## config.mk

```make
export PLATFORM = sky130hd
export DESIGN_NAME = icap_stream_ctrl
export DESIGN_NICKNAME = d
export VERILOG_FILES = /design/src/rtl/icap_stream_ctrl.sv
export SDC_FILE = /design/constraint.sdc
export NUM_CORES = 1
export LEC_CHECK = 0
export ABC_AREA = 1
export CAP_MARGIN = 20
export CORE_UTILIZATION = 44
export CTS_CLUSTER_DIAMETER = 30
export CTS_CLUSTER_SIZE = 28
export DETAILED_ROUTE_END_ITERATION = 12
export GPL_ROUTABILITY_DRIVEN = 0
export PLACE_DENSITY = 0.85
export SKIP_CTS_REPAIR_TIMING = 1
export SLEW_MARGIN = 10
export SYNTH_ARGS = -nofsm -noshare
export SYNTH_HDL_FRONTEND = slang
export SYNTH_SLANG_ARGS = --single-unit
```

## constraint.sdc

```tcl
create_clock -name clk -period 4.15 [get_ports clk]
set_input_delay 1.0375 -clock clk [delete_from_list [all_inputs] [get_ports clk]]
set_output_delay 1.0375 -clock clk [all_outputs]
set_load 0.02 [all_outputs]
```

## src/rtl/icap_stream_ctrl.sv

```systemverilog
// ICAP stream controller: bridges a valid/ready write stream and a counted
// readback request onto the ICAP configuration port.
// Build option: define ICAP_BITSWAP_EN to reverse the bit order within each
// byte on both the write data (cdata) and the readback data (rb_data).
//
// state   | meaning
// --------+-------------------------------------------------------------
// IDLE    | deselected; waits for rd_start (priority) or s_valid
// WR_TURN | one deselected cycle with cwe_n low before write data
// WRITE   | streams accepted words to cdata, stalls on cbusy
// WR_END  | last word issued; deselect with cwe_n still low, then IDLE
// RD_TURN | one deselected cycle with cwe_n high before reading
// READ    | selected for read; captures cdata_rb when cbusy is low
// RD_END  | one deselected cycle, then IDLE with rd_done
module icap_stream_ctrl #(
    parameter int RD_LEN_W = 16
) (
    input  logic                clk,
    input  logic                rst,
    input  logic                s_valid,
    input  logic [31:0]         s_data,
    input  logic                s_last,
    output logic                s_ready,
    input  logic                rd_start,
    input  logic [RD_LEN_W-1:0] rd_len,
    output logic                rb_valid,
    output logic [31:0]         rb_data,
    output logic                wr_done,
    output logic                rd_done,
    output logic                cclk,
    output logic                ccs_n,
    output logic                cwe_n,
    output logic [31:0]         cdata,
    input  logic                cbusy,
    input  logic [31:0]         cdata_rb
);

    typedef enum logic [2:0] {
        IDLE,
        WR_TURN,
        WRITE,
        WR_END,
        RD_TURN,
        READ,
        RD_END
    } state_t;

    state_t                state, state_d;
    logic [RD_LEN_W-1:0]   cnt, cnt_d;
    logic                  ccs_n_d, cwe_n_d;
    logic [31:0]           cdata_d, rb_data_d;
    logic                  rb_valid_d, wr_done_d, rd_done_d;

    // Optional per-byte bit reversal shared by the write and readback paths.
    function automatic logic [31:0] icap_map(input logic [31:0] d);
`ifdef ICAP_BITSWAP_EN
        logic [31:0] r;
        r = '0;
        for (int b = 0; b < 4; b++) begin
            for (int i = 0; i < 8; i++) begin
                r[8*b+i] = d[8*b+7-i];
            end
        end
        return r;
`else
        return d;
`endif
    endfunction

    // The ICAP clock is the system clock itself.
    assign cclk = clk;

    // State register.
    always_ff @(posedge clk or posedge rst) begin
        if (rst) begin
            state <= IDLE;
        end else begin
            state <= state_d;
        end
    end

    // Registered ICAP strobes, data, readback outputs, pulses and counter.
    always_ff @(posedge clk or posedge rst) begin
        if (rst) begin
            ccs_n    <= 1'b1;
            cwe_n    <= 1'b1;
            cdata    <= '0;
            rb_data  <= '0;
            rb_valid <= 1'b0;
            wr_done  <= 1'b0;
            rd_done  <= 1'b0;
            cnt      <= '0;
        end else begin
            ccs_n    <= ccs_n_d;
            cwe_n    <= cwe_n_d;
            cdata    <= cdata_d;
            rb_data  <= rb_data_d;
            rb_valid <= rb_valid_d;
            wr_done  <= wr_done_d;
            rd_done  <= rd_done_d;
            cnt      <= cnt_d;
        end
    end

    // Next state and next values of the registered outputs. The strobes
    // computed here describe the ICAP bus cycle that follows, so the write
    // data lands one cycle after its handshake.
    always_comb begin
        state_d    = state;
        cnt_d      = cnt;
        ccs_n_d    = 1'b1;
        cwe_n_d    = 1'b1;
        cdata_d    = cdata;
        rb_data_d  = rb_data;
        rb_valid_d = 1'b0;
        wr_done_d  = 1'b0;
        rd_done_d  = 1'b0;
        s_ready    = 1'b0;

        unique case (state)
            IDLE: begin
                if (rd_start) begin
                    if (rd_len != '0) begin
                        cnt_d   = rd_len;
                        state_d = RD_TURN;
                    end else begin
                        rd_done_d = 1'b1;
                    end
                end else if (s_valid) begin
                    // Lower cwe_n while still deselected.
                    cwe_n_d = 1'b0;
                    state_d = WR_TURN;
                end
            end
            WR_TURN: begin
                cwe_n_d = 1'b0;
                state_d = WRITE;
            end
            WRITE: begin
                s_ready = !cbusy;
                cwe_n_d = 1'b0;
                if (s_valid && !cbusy) begin
                    ccs_n_d = 1'b0;
                    cdata_d = icap_map(s_data);
                    if (s_last) begin
                        state_d = WR_END;
                    end
                end
            end
            WR_END: begin
                cwe_n_d   = 1'b0;
                wr_done_d = 1'b1;
                state_d   = IDLE;
            end
            RD_TURN: begin
                ccs_n_d = 1'b0;
                state_d = READ;
            end
            READ: begin
                ccs_n_d = 1'b0;
                if (!cbusy) begin
                    rb_data_d  = icap_map(cdata_rb);
                    rb_valid_d = 1'b1;
                    cnt_d      = cnt - RD_LEN_W'(1);
                    if (cnt == RD_LEN_W'(1)) begin
                        ccs_n_d = 1'b1;
                        state_d = RD_END;
                    end
                end
            end
            RD_END: begin
                rd_done_d = 1'b1;
                state_d   = IDLE;
            end
            default: begin
                state_d = IDLE;
            end
        endcase
    end

endmodule

```

==> results.md <==
* Total GRT Usage at 0.237
* R2R Path Start: state[1]
* Largest net degree at the start of global routing at 50
* Row Count at 34
* Max_cap viols at 0
* Worst endpoint data arrival time at 2830 ps
* Sw Share at 0.415
* GRT overflow at 0
* Post-Route Setup TNS at 0 ps
* WHS Endpoint: cdata[24]
* Count of different cell masters after synthesis at 23
* Dpl ws at 529 ps
* Pleak at 3.03 nW
* Starting Density at 0.463
* Hold path startpoint: cdata[24]
* Final setup violation count at 0
* Routed wire per std cell at 13.5 um
* Measured slew at the worst slew-check pin at 921 ps
* Synth top area cells: dfrtp_1 52%, nand2_1 26%, inv_1 3.5%
* Core ar. at 0.00889 sq mm
* Most common library cells after synthesis: 289 x nand2_1, 86 x dfrtp_1, 38 x inv_1
* PD cells at 759 mW/mm^2
* Post-Syn Area at 0.00412 sq mm
* Crit path capture type: primary output
* Horiz. Die Dim at 98.7 um
* Routed WL at 10900 um
* CP Max Fanout at 2
* Die area at 0.00974 sq mm
* Sequential share of power at 0.341
* Die Height at 98.7 um
* GR Layer Usage met3 at 0.0780
* Rel. slew slack at 0.385
* DRC at 0
* Hpwl dp at 7810 um
* Nature of the critical path startpoint: clock port
* 1st-pass router iterations at 5
* Port bufs at 156
* Met2 track demand over resource at 0.391
* Worst path required time at 3110 ps
* Area leader, netlist: dfrtp_1
* Final design utilization at 0.675
* Clock Pin Slew Worst Setup and Hold Paths at 100 ps
* Vias in the first global route at 4043
* FF-to-FF path depth at 8
* Worst min path class: register to register
* Combinational share of power at 0.481
* VDD IR-drop max at 456 uV
* Final max-slew violation count at 0
* Ys flop type: dfrtp_1
* Count leader, synth: nand2_1
* Seq cells post-synth at 88
* Fraction of layout cells with a size suffix above 1 at 0.0529
* Post-synthesis sequential area ratio at 0.536
* P_int at 0.00267 W
* Clock Skew at 8.18 ps
* CTS tree: done
* Final hold vios at 0
* Post-Syn Nets at 629
* P_sw at 0.00189 W
* Warnings, synthesis at 0
* Syn Area/Cell at 7.61 sq um
* Met1 usage at 0.289
* Flop2flop setup slack at 1980 ps
* First-pass GRT wire length at 18300 um
* I/O pin cnt at 157
* FFs w/ async S/R, synth at 1.00
* Antenna Cells at 0
* Critical path class: clock port to primary output
* Hold path cells at 2
* Clock latency on the worst-skew pair at 470 ps
* Top Usage Layer GRT: met2
* Post-Syn Instances at 541
* First DRT Iteration DRCs at 247
* Nets at 783
* RSZ-0062 raised after global routing: no
* RR Endpoint: cnt[15]
* Number of synthesized flops with an enable pin at 0
* Antenna violations before repair at 0
* Clock group share of total power at 0.178
* Status: completed
* Smallest setup slack after layout at 286 ps
* Yosys top cell area share at 0.523
* Via density at 4.95
* Vias at 4002
* ANT nets after route at 0
* Area growth, synth to finish at 45.8%
per-layer routing:
layer	vias to the layer above	share of wire	routed length, um
li1	1948	-	-
met1	1862	0.41	4460
met2	167	0.48	5290
met3	25	0.084	917
met4	0	0.024	267
met5	-	0	0
cell families after synthesis:
group,Yosys count,synth area share
buffers and inverters,60,0.0672
AOI/OAI and AO/OA,25,0.0316
and+or+nand+nor,364,0.355
adders and majority gates,2,0.00608
DFF,88,0.536
xor gates and xnor gates,2,0.00426
sequential cells by signal, summed over array words and instances (netlist names):
name and cells:
ccs_n 1, cdata 32, cnt 16, cwe_n 1
rb_data 32, rb_valid 1, rd_done 1, state 3
wr_done 1
worst max-delay path by stage:
stage / from / end / slack [ps]
after floorplan: rst / cdata[0] / 840
after global placement: clk / cclk / 530
after detailed placement: clk / cclk / 530
after CTS: clk / cclk / 280
after global routing: clk / cclk / 270
final: clk / cclk / 290
power by group through the flow:
stage	clock network (W)	registers, W	logic (W)
floorplan	0.0000282	0.00194	0.000835
global placement	0.0000324	0.00154	0.00213
detailed placement	0.0000324	0.00156	0.00219
CTS	0.000824	0.00155	0.00220
global route	0.000858	0.00161	0.00240
finish	0.000809	0.00155	0.00219
critical path: stages:
cell	delay [ps]
clkbuf_8	110
clkbuf_8	120
clkdlybuf4s50_1	530
layout make-up:
type                    instances  area, sq um
fillers                       706         2890
clock inverters                 7          113
repair buffers                157         1580
inverters                      42          159
clock buffers                  13          175
flip-flops and latches         88         2200
multi-input cells             393         1630
well taps                     108          135
per-stage QoR:
stage                     power (W)  instances  hold slack, ps  area (sq um)
after detailed placement    0.00378        789             459          5720
after global routing        0.00487        808             505          6000
final                       0.00456        808             479          6000
after global placement      0.00370        789             453          5720
after CTS                   0.00458        808             482          6000
after floorplan             0.00281        541             463          4120
cell usage in the layout (no fill, tap or decap), types with 4 or more instances in the layout:
cell type / instances
clkbuf_8: 12
nand2_1: 289
inv_2: 4
nand4_1: 6
nand3_1: 25
dfrtp_1: 86
nor2_1: 33
o21ai_1: 7
o21ai_0: 16
clkdlybuf4s50_1: 156
inv_1: 37
Note: power is estimated with default switching activity, not from simulation.
